## config.mk

```make
export PLATFORM = sky130hd
export DESIGN_NAME = moving_average_interp
export DESIGN_NICKNAME = d
export VERILOG_FILES = /design/src/rtl/moving_average_interp.sv
export SDC_FILE = /design/constraint.sdc
export NUM_CORES = 1
export LEC_CHECK = 0
export CAP_MARGIN = 20
export CORE_MARGIN = 1
export CORE_UTILIZATION = 56
export CTS_CLUSTER_SIZE = 30
export DETAILED_ROUTE_END_ITERATION = 10
export GPL_ROUTABILITY_DRIVEN = 0
export GPL_TIMING_DRIVEN = 0
export PLACE_DENSITY = 0.82
export SLEW_MARGIN = 20
export SYNTH_ARGS = -nofsm -noshare
export SYNTH_HDL_FRONTEND = slang
export SYNTH_SLANG_ARGS = --single-unit
export TNS_END_PERCENT = 20
```

## constraint.sdc

```tcl
create_clock -name clk -period 6.55 [get_ports clk]
set_input_delay 1.965 -clock clk [delete_from_list [all_inputs] [get_ports clk]]
set_output_delay 1.965 -clock clk [all_outputs]
set_load 0.02 [all_outputs]
```

## src/rtl/moving_average_interp.sv

```systemverilog
// moving_average_interp
// Interpolating expander: each accepted input word is the sum of 2^k raw
// samples; it is normalised by 2^k (saturated to the output width) and
// replayed as 2^k output beats over a valid/ready handshake.
//
// Optional build macro:
//   LINEAR_INTERP_EN - beats ramp linearly from the previous burst mean to
//                      the current one instead of a zero-order hold.
//                      Leaving it undefined drops the m_prev register and
//                      the multiplier entirely.
//
// Assumes IN_DATA_WIDTH >= OUT_DATA_WIDTH.
module moving_average_interp #(
   parameter int IN_DATA_WIDTH  = 16,
   parameter int OUT_DATA_WIDTH = 12
) (
   input  logic                      clk,
   input  logic                      rst,
   input  logic [2:0]                interp_log2,
   input  logic                      in_data_valid,
   output logic                      in_data_ready,
   input  logic [IN_DATA_WIDTH-1:0]  in_data,
   output logic                      out_data_valid,
   input  logic                      out_data_ready,
   output logic [OUT_DATA_WIDTH-1:0] out_data,
   output logic                      busy
);

   localparam logic [IN_DATA_WIDTH-1:0] SAT_MAX =
      IN_DATA_WIDTH'((2 ** OUT_DATA_WIDTH) - 1);

   typedef enum logic {
      IDLE = 1'b0,
      EMIT = 1'b1
   } state_e;

   state_e                    state_q, state_d;
   logic [2:0]                k_lat_q, k_lat_d;
   logic [7:0]                cnt_q, cnt_d;
   logic [OUT_DATA_WIDTH-1:0] m_cur_q, m_cur_d;
   logic [OUT_DATA_WIDTH-1:0] out_data_q, out_data_d;
   logic                      out_valid_q, out_valid_d;

   logic                      accept;
   logic [7:0]                last_cnt;
   logic [IN_DATA_WIDTH-1:0]  in_shifted;
   logic [OUT_DATA_WIDTH-1:0] mean_in;
   logic [OUT_DATA_WIDTH-1:0] beat_m;
   logic [OUT_DATA_WIDTH-1:0] beat_value;

   assign in_data_ready  = (state_q == IDLE) && !rst;
   assign accept         = in_data_valid && (state_q == IDLE);
   assign out_data_valid = out_valid_q;
   assign out_data       = out_data_q;
   assign busy           = (state_q == EMIT);
   assign last_cnt       = (8'd1 << k_lat_q) - 8'd1;

   // Normalise the incoming sum by 2^k and clamp to the output range.
   always_comb begin
      in_shifted = in_data >> interp_log2;
      mean_in    = (in_shifted > SAT_MAX) ? {OUT_DATA_WIDTH{1'b1}}
                                          : in_shifted[OUT_DATA_WIDTH-1:0];
   end

   // The beat being loaded is beat 0 of a new burst on acceptance,
   // otherwise the beat after the one currently presented.
   assign beat_m = accept ? mean_in : m_cur_q;

`ifdef LINEAR_INTERP_EN
   localparam int PROD_W = OUT_DATA_WIDTH + 9;

   logic [OUT_DATA_WIDTH-1:0]      m_prev_q, m_prev_d;
   logic [2:0]                     beat_k;
   logic [7:0]                     beat_step;
   logic signed [OUT_DATA_WIDTH:0] diff;
   logic signed [PROD_W-1:0]       prod;
   logic signed [PROD_W-1:0]       ramp;
   logic signed [PROD_W-1:0]       beat_full;

   // Linear ramp: m_prev + ((m_cur - m_prev) * (i+1)) >>> k; beat R-1 lands on m_cur.
   always_comb begin
      beat_k    = accept ? interp_log2 : k_lat_q;
      beat_step = accept ? 8'd1 : (cnt_q + 8'd2);
      diff      = $signed({1'b0, beat_m}) - $signed({1'b0, m_prev_q});
      prod      = $signed({{8{diff[OUT_DATA_WIDTH]}}, diff})
                * $signed({{(PROD_W-8){1'b0}}, beat_step});
      ramp      = prod >>> beat_k;
      beat_full = $signed({{9{1'b0}}, m_prev_q}) + ramp;
      beat_value = OUT_DATA_WIDTH'(beat_full);
   end
`else
   assign beat_value = beat_m;
`endif

   // Next-state logic for the IDLE/EMIT controller and its datapath.
   always_comb begin
      // NOTE: every _d gets a hold default first so no path through the
      // case statement leaves it unassigned (which would infer a latch).
      state_d     = state_q;
      k_lat_d     = k_lat_q;
      cnt_d       = cnt_q;
      m_cur_d     = m_cur_q;
      out_data_d  = out_data_q;
      out_valid_d = out_valid_q;
`ifdef LINEAR_INTERP_EN
      m_prev_d    = m_prev_q;
`endif
      unique case (state_q)
         IDLE: begin
            if (in_data_valid) begin
               k_lat_d     = interp_log2;
               m_cur_d     = mean_in;
               cnt_d       = 8'd0;
               out_data_d  = beat_value;
               out_valid_d = 1'b1;
               state_d     = EMIT;
            end
         end
         EMIT: begin
            if (out_data_ready) begin
               if (cnt_q == last_cnt) begin
                  out_valid_d = 1'b0;
                  state_d     = IDLE;
`ifdef LINEAR_INTERP_EN
                  m_prev_d    = m_cur_q;
`endif
               end else begin
                  cnt_d      = cnt_q + 8'd1;
                  out_data_d = beat_value;
               end
            end
         end
         default: state_d = IDLE;
      endcase
   end

   // State registers; synchronous reset aborts any burst and zeroes the datapath.
   always_ff @(posedge clk) begin
      // NOTE: sequential state uses non-blocking assignments so every flop
      // samples the pre-edge values regardless of statement order.
      if (rst) begin
         state_q     <= IDLE;
         k_lat_q     <= '0;
         cnt_q       <= '0;
         m_cur_q     <= '0;
         out_data_q  <= '0;
         out_valid_q <= 1'b0;
`ifdef LINEAR_INTERP_EN
         m_prev_q    <= '0;
`endif
      end else begin
         state_q     <= state_d;
         k_lat_q     <= k_lat_d;
         cnt_q       <= cnt_d;
         m_cur_q     <= m_cur_d;
         out_data_q  <= out_data_d;
         out_valid_q <= out_valid_d;
`ifdef LINEAR_INTERP_EN
         m_prev_q    <= m_prev_d;
`endif
      end
   end

endmodule

```

# Word level (Yosys, flattened, before mapping)
# Index checks and enable logic that the tools add are counted.
[word_totals] in_bits=23 out_inout_bits=15 regBits=37 latch_bits=0 mem_count=0 mem_bits_rw=0 rom_bits=0
[classes] n_bitwise=1 n_reduce_logical=6 n_eq_ne=5 n_mux=18 n_mul=0 order_cmp=1 addsub=2 div_mod_pow=0 n_shift=2
[op_table] operator="two-way mux 12 bit" count=5
[op_table] operator="two-way mux 8 bit" count=3
[op_table] operator="case mux 12 bit (2 select lines)" count=1
[op_table] operator="> comparator 16 x 12 -> 1 bit (second input constant)" count=1
[op_table] operator="case mux 8 bit (2 select lines)" count=1
[op_table] operator=">> shifter 16 x 3 -> 16 bit" count=1
[op_table] operator="adder 8 x 1 -> 8 bit (second input constant)" count=1
[op_table] operator="== test 8 bit" count=1
[op_table] operator="<< shifter 1 x 3 -> 8 bit (first input constant)" count=1
[op_table] operator="subtractor 8 x 1 -> 8 bit (second input constant)" count=1
[op_table] operator="two-way mux 1 bit" count=6
[op_table] operator="!= test 2 bit (second input constant)" count=3
[op_table] operator="AND reduction 3 bit" count=2
[op_table] operator="case mux 1 bit (2 select lines)" count=2
[op_table] operator="logical AND 1 bit" count=2
[op_table] operator="!= test 2 x 1 -> 1 bit (second input constant)" count=1
[op_table] operator="AND reduction 2 bit" count=1
[op_table] operator="logical NOT 1 bit" count=1
[op_table] operator="NOT 1 bit" count=1

# Longest topological paths before layout
# Gate-level depths: netlist of the first run.
[depth] word_depth=7 mapped_depth=8 mapped_depth_nobuf=6

# Least setup slack after synthesis of the first run
# OpenSTA, ideal clock, no wires.
[synth_path] kind="input to output" startpoint="in rst" endpoint="out in_data_ready" path_slack_ns=2.143 arrival_time_ns=2.442 path_buffers=1 path_stages=2 cell_sequence="clkbuf_1 -> nor2_1"
[synth_via] elab_chain_cells=2
[synth_lines] item="from (decl)" line_no="18" source="input logic rst,"
[synth_lines] item="logical NOT 1 bit" line_no="51" source="assign in_data_ready = (state_q == IDLE) && !rst;"
[synth_lines] item="logical AND 1 bit" line_no="51"
[synth_lines] item="to (decl)" line_no="21" source="output logic in_data_ready,"
# No other way between the ends.

# Worst setup path in the final report of the first run
# Same ends and word-level chain as after synthesis.

==> results.json, run 1 <==
{
  "grt_first_pass_wirelength_um": 8540,
  "cts_tree": "built",
  "ys_seq_area_share_pct": 34.6,
  "ctsResizeCount": 0,
  "wl_um": 5140,
  "timing.max_cap.violations": 0,
  "period_needed_ns": 5.45,
  "p_switching_uw": 174,
  "synth_cell_types": 52,
  "clk_pin_slew_ns": 0.07,
  "io_buffer_count": 34,
  "ys_ff_latch": 37,
  "p_int_uw": 463,
  "clock_latency_ns": 0.30,
  "syn2layout_area_growth_pct": 25.2,
  "yosys_warnings": 0,
  "cp.arrival_ns": 3.48,
  "grt-ovfl-total": 0,
  "async_flop_share_pct": 0,
  "endpoint_kind": "primary output",
  "switching_share_pct": 27.3,
  "postLayoutCellArea_mm2": 0.00268,
  "fmax_mhz": 184,
  "seqPwrFrac_pct": 40.0,
  "min_path_type": "flop to flop",
  "avgSynthCellArea_um2": 8.04,
  "finalSetupViolations": 0,
  "vias": 2111,
  "crit_fanout": 10,
  "dp_hpwl_um": 3740,
  "fin_util_pct": 73.1,
  "ant_nets": 0,
  "initial_core_util_pct": 58.4,
  "p_leak_nw": 1.08,
  "nets": 331,
  "pwr-share-comb_pct": 22.5,
  "relSlewSlack_pct": 50.4,
  "ios": 38,
  "status": "completed",
  "worstPathRequired_ns": 4.59,
  "finalWorstSetupSlack_ns": 1.10,
  "rows": 22,
  "die_x_um": 63.8,
  "antenna_found_initial": 0,
  "clock_power_share_pct": 37.6,
  "cts_max_level": 2,
  "post_cts_buffers": 0,
  "final_hold_viol_count": 0,
  "route.detailed.drc": 0,
  "ys.flop_type": "dfxtp_1",
  "grt_use_total_pct": 26.9,
  "fp.coreArea_mm2": 0.00366,
  "antenna_cells": 0,
  "tightest_slew_ns": 0.744,
  "p_per_area_mw_per_mm2": 238,
  "dr.pass1.iters": 5,
  "cp-start-kind": "input pin",
  "min_period_over_period_pct": 83.1,
  "tns_ns": 0,
  "first_iter_violations": 158,
  "irDropWorstVdd_v": 0.000167,
  "syn-cell-area_mm2": 0.00214,
  "fill_cells": 315,
  "cts-root-buf": "clkbuf_8",
  "grt_pass1_vias": 1839,
  "clock_sinks": 37,
  "drive_above_1_share_pct": 7.47,
  "finalClockSkew_ns": 0.00834,
  "syn_inst": 266,
  "hold_buffers": 0,
  "grt_setup_unrepaired": "false",
  "cts_made_buffers": 5,
  "final_max_slew_viol_count": 0,
  "grt_start_max_net_pins": 14,
  "synth_edf_count": 0,
  "die_h_um": 63.8,
  "die-area_mm2": 0.00407,
  "synth_fp_nets": 290,
  "placed_cell_area_mm2": 0.00254,
  "vias_per_cell": 5.93,
  "clockBufferDepth": 2,
  "wl_per_cell_um": 14.4,
  "worstSetupPathType": "input pin to primary output",
  "dp_slack_ns": 1.10
}
==> power by group through the flow <==
stage / clock [mW] / combinational [mW] / sequential [mW]
3_3_place_gp: 0 / 0.140 / 0.259
6_report: 0.239 / 0.143 / 0.255
3_5_place_dp: 0 / 0.142 / 0.260
5_1_grt: 0.254 / 0.155 / 0.257
4_1_cts: 0.241 / 0.143 / 0.255
2_1_floorplan: 0 / 0.0758 / 0.271
==> synth_stat cells (2+ instances only) <==
cell / instances / area [um^2]
a21boi_0: 2 / 15.0
o22ai_1: 4 / 25.0
a211oi_1: 7 / 52.6
nand2_1: 28 / 105
o311a_1: 2 / 20.0
o311ai_0: 2 / 17.5
buf_2: 4 / 20.0
nor2_1: 22 / 82.6
o22a_1: 9 / 78.8
clkbuf_1: 10 / 37.5
mux2i_1: 9 / 90.1
a21oi_1: 23 / 115
nand2b_1: 8 / 50.1
a21o_1: 8 / 60.1
o211ai_1: 2 / 15.0
o31ai_1: 2 / 15.0
dfxtp_1: 37 / 741
inv_1: 8 / 30.0
nor2b_1: 4 / 25.0
buf_6: 2 / 22.5
o21a_1: 9 / 67.6
a2bb2oi_1: 2 / 17.5
buf_1: 2 / 7.51
nand3_1: 7 / 35.0
nor3_1: 8 / 40.0
or3_1: 4 / 25.0
mux2_2: 3 / 33.8
o21ai_0: 14 / 70.1
==> routing by layer <==
layer  global-route usage, %  wire (um)  part of all wire (%)  up-vias
li1                        -          -                     -     1061
met1                    34.7       2340                    46      966
met2                    43.9       2420                    47       75
met3                    5.89        299                   5.8        9
met4                    9.66         74                   1.4        0
met5                       0          0                     0        -
==> cells in the final DEF (no fill, tap or decap), types with 3 or more instances in the layout <==
| cell type | count |
|---|---|
| a21oi_1 | 23 |
| nor2_1 | 22 |
| nand2b_1 | 8 |
| o22a_1 | 9 |
| o21ai_0 | 14 |
| nor3_1 | 8 |
| dfxtp_1 | 37 |
| mux2_2 | 3 |
| or3_1 | 4 |
| a21o_1 | 8 |
| nand2_1 | 28 |
| o22ai_1 | 4 |
| inv_1 | 8 |
| clkdlybuf4s50_1 | 34 |
| nor2b_1 | 4 |
| buf_2 | 4 |
| a211oi_1 | 7 |
| clkbuf_8 | 5 |
| nand3_1 | 7 |
| clkbuf_1 | 10 |
| o21a_1 | 9 |
| mux2i_1 | 9 |
==> registers in the layout (all words and copies together), names as in the netlist <==
register        count
m_cur_q            12
out_data           12
cnt_q               8
k_lat_q             3
busy                1
out_data_valid      1
==> worst max-delay path, stage by stage <==
cell,delay (ns)
clkdlybuf4s50_1,0.51
clkbuf_1,0.38
nor2_1,0.07
clkdlybuf4s50_1,0.54
==> cells by family (layout without fill, tap and decap cells) <==
logic type,count (synthesis),in the layout,synth area share [%]
AOI/OAI and AO/OA,98,98,31.7
xor gates and xnor gates,2,2,0.819
adders and majority gates,1,1,0.585
buffers and inverters,26,68,5.50
DFF,37,37,34.6
muxes,13,13,6.85
and+or+nand+nor,89,89,20.0
==> final cells by class <==
cell class	instances	area (um^2)	share of cell area, %
clock inverter	3	68.8	2.57
clock buffer	5	68.8	2.57
sequential	37	741	27.7
timing repair buffer	34	340	12.7
inverter	8	30.0	1.12
buffer	18	87.6	3.27
tap	48	60.1	2.24
multi-input combinational	203	1280	47.8
==> path summary, 6_finish.rpt <==
check              from       endpoint  slack (ns)  cells after the start
min reg2reg  m_cur_q[4]     m_cur_q[4]        0.45                      2
min          m_cur_q[4]     m_cur_q[4]        0.45                      2
max                 rst  in_data_ready        1.10                      4
max reg2reg  k_lat_q[2]    out_data[2]        4.34                      8
==> through the flow <==
stage / power, mW / instances / hold slack, ns
2_1_floorplan: 0.347 / 266 / 0.419
3_3_place_gp: 0.399 / 348 / 0.429
3_5_place_dp: 0.401 / 348 / 0.439
4_1_cts: 0.639 / 356 / 0.447
5_1_grt: 0.666 / 356 / 0.472
6_report: 0.637 / 356 / 0.448
Power figures use the tool's default switching activity.
==> run 2, diff against run 1 <==
- CORE_UTILIZATION: 56 -> 52
- PLACE_DENSITY: 0.82 -> 0.77
- clock period: 6.55 -> 5.1 ns (I/O delays scaled with it)
==> run 2 against run 1 <==
  * Sequential power rose by 28%
  * Design area is 0.84% lower
  * Via count is 0.33% lower
  * First-iteration DRC count decreased by 8.2%
  * Largest power group unchanged
  * Clock power increased by 8%
  * Clock-buffer cell count unchanged
  * Setup slack got worse by 0.59 ns
  * Die area increased by 7.4%
  * Cell count unchanged
  * Non-clock buffer count unchanged
  * Critical path type unchanged
  * Clock skew is 0.00077 ns higher
==> results.json, run 2 (same netlist as run 1, synthesis figures left out) <==
{
  "dp_hpwl_um": 3840,
  "tns_ns": 0,
  "crit_path_cell_trace": "clkdlybuf4s50_1, clkbuf_1, nor2_1, clkdlybuf4s50_1",
  "ctsResizeCount": 0,
  "die_x_um": 66.1,
  "path_common_cell": "clkdlybuf4s50_1",
  "seqPwrFrac_pct": 42.6,
  "grt_start_max_net_pins": 14,
  "vias": 2104,
  "crit_fanout": 10,
  "clock_sinks": 37,
  "clock_latency_ns": 0.30,
  "tightest_slew_ns": 0.770,
  "first_iter_violations": 145,
  "dp_slack_ns": 0.525,
  "drive_above_1_share_pct": 7.47,
  "wl_per_cell_um": 14.7,
  "cts_made_buffers": 5,
  "clock_power_share_pct": 33.4,
  "irDropWorstVdd_v": 0.000318,
  "r2r_cells": 7,
  "worstPathRequired_ns": 3.57,
  "dr.pass1.iters": 4,
  "final_hold_viol_count": 0,
  "rows": 22,
  "p_int_uw": 545,
  "pwr-share-comb_pct": 24.0,
  "fin_util_pct": 69.9,
  "final_max_slew_viol_count": 0,
  "antenna_cells": 0,
  "fmax_mhz": 218,
  "cts-root-buf": "clkbuf_8",
  "grt-ovfl-total": 0,
  "cts_max_level": 2,
  "layout_common_cells": "dfxtp_1 (37), clkdlybuf4s50_1 (34), nand2_1 (28)",
  "switching_share_pct": 29.1,
  "finalSetupViolations": 0,
  "min_period_over_period_pct": 89.9,
  "antenna_found_initial": 0,
  "die-area_mm2": 0.00437,
  "grt_pass1_vias": 1905,
  "relSlewSlack_pct": 48.7,
  "p_per_area_mw_per_mm2": 290,
  "grt_use_total_pct": 26.8,
  "finalWorstSetupSlack_ns": 0.517,
  "status": "completed",
  "max_stage_delay_ns": 0.54,
  "io_buffer_count": 34,
  "syn2layout_area_growth_pct": 24.1,
  "cp.arrival_ns": 3.05,
  "die_h_um": 66.1,
  "clk_pin_slew_ns": 0.07,
  "hold_buffers": 0,
  "min_path_cells": 2,
  "clockBufferDepth": 2,
  "initial_core_util_pct": 56.3,
  "ios": 38,
  "p_switching_uw": 224,
  "cp-start-kind": "input pin",
  "p_leak_nw": 1.07,
  "finalClockSkew_ns": 0.00912,
  "timing.max_cap.violations": 0,
  "endpoint_kind": "primary output",
  "slowest_stage": "clkdlybuf4s50_1",
  "grt_setup_unrepaired": "false",
  "final_common_cell": "dfxtp_1",
  "grt_first_pass_wirelength_um": 8890,
  "cts_tree": "built",
  "post_cts_buffers": 0,
  "nets": 331,
  "min_path_type": "flop to flop",
  "worstSetupPathType": "input pin to primary output",
  "vias_per_cell": 5.91,
  "ant_nets": 0,
  "period_needed_ns": 4.58,
  "fill_cells": 336,
  "fp.coreArea_mm2": 0.00380,
  "wl_um": 5240,
  "route.detailed.drc": 0
}
==> run 2: cell count changes in the layout (fill, tap and decap cells not counted), sizes merged <==
cell	before	now
bufinv	2	1
clkinv	0	1
clkinvlp	0	1
inv	9	8
==> run 2: area by class of cell <==
type	instances	area [um^2]	share of cell area [%]
Sequential cell	37	741	27.9
Clock buffer	5	68.8	2.59
Inverter	8	30.0	1.13
Clock inverter	3	46.3	1.74
Buffer	18	87.6	3.30
Tap cell	48	60.1	2.26
Multi-Input combinational cell	203	1280	48.2
Timing Repair Buffer	34	340	12.8
==> run 2: per-layer routing <==
layer  wire length [um]  GRT usage, %
met1               2450          36.2
met5                  0             0
met3                303          6.90
met2               2440          42.5
met4                 45          6.65
==> run 2: power by group through the flow <==
stage / clock network [mW] / logic [mW] / registers (mW)
floorplan: 0 / 0.0973 / 0.348
global placement: 0 / 0.181 / 0.333
detailed placement: 0 / 0.183 / 0.334
CTS: 0.260 / 0.184 / 0.327
global route: 0.274 / 0.202 / 0.330
finish: 0.257 / 0.184 / 0.327
==> run 2: final timing paths <==
kind	startpoint	to	slack [ns]
max reg2reg	cnt_q[1]	out_data[3]	2.91
min	m_cur_q[4]	m_cur_q[4]	0.44
min reg2reg	m_cur_q[4]	m_cur_q[4]	0.44
max	rst	in_data_ready	0.52
==> run 2: worst max-delay path, delay by kind of cell <==
kind                   cells  cell delay (ns)
buffers and inverters      3             1.44
AND/OR/NAND/NOR            1             0.07
==> run 2: stage by stage <==
step                instances  power (mW)  hold slack, ns  instance area [um^2]
floorplan                 266       0.445           0.419                  2140
global placement          348       0.514           0.428                  2540
detailed placement        348       0.516           0.431                  2540
CTS                       356       0.771           0.443                  2650
global route              356       0.805           0.474                  2650
finish                    356       0.768           0.445                  2650
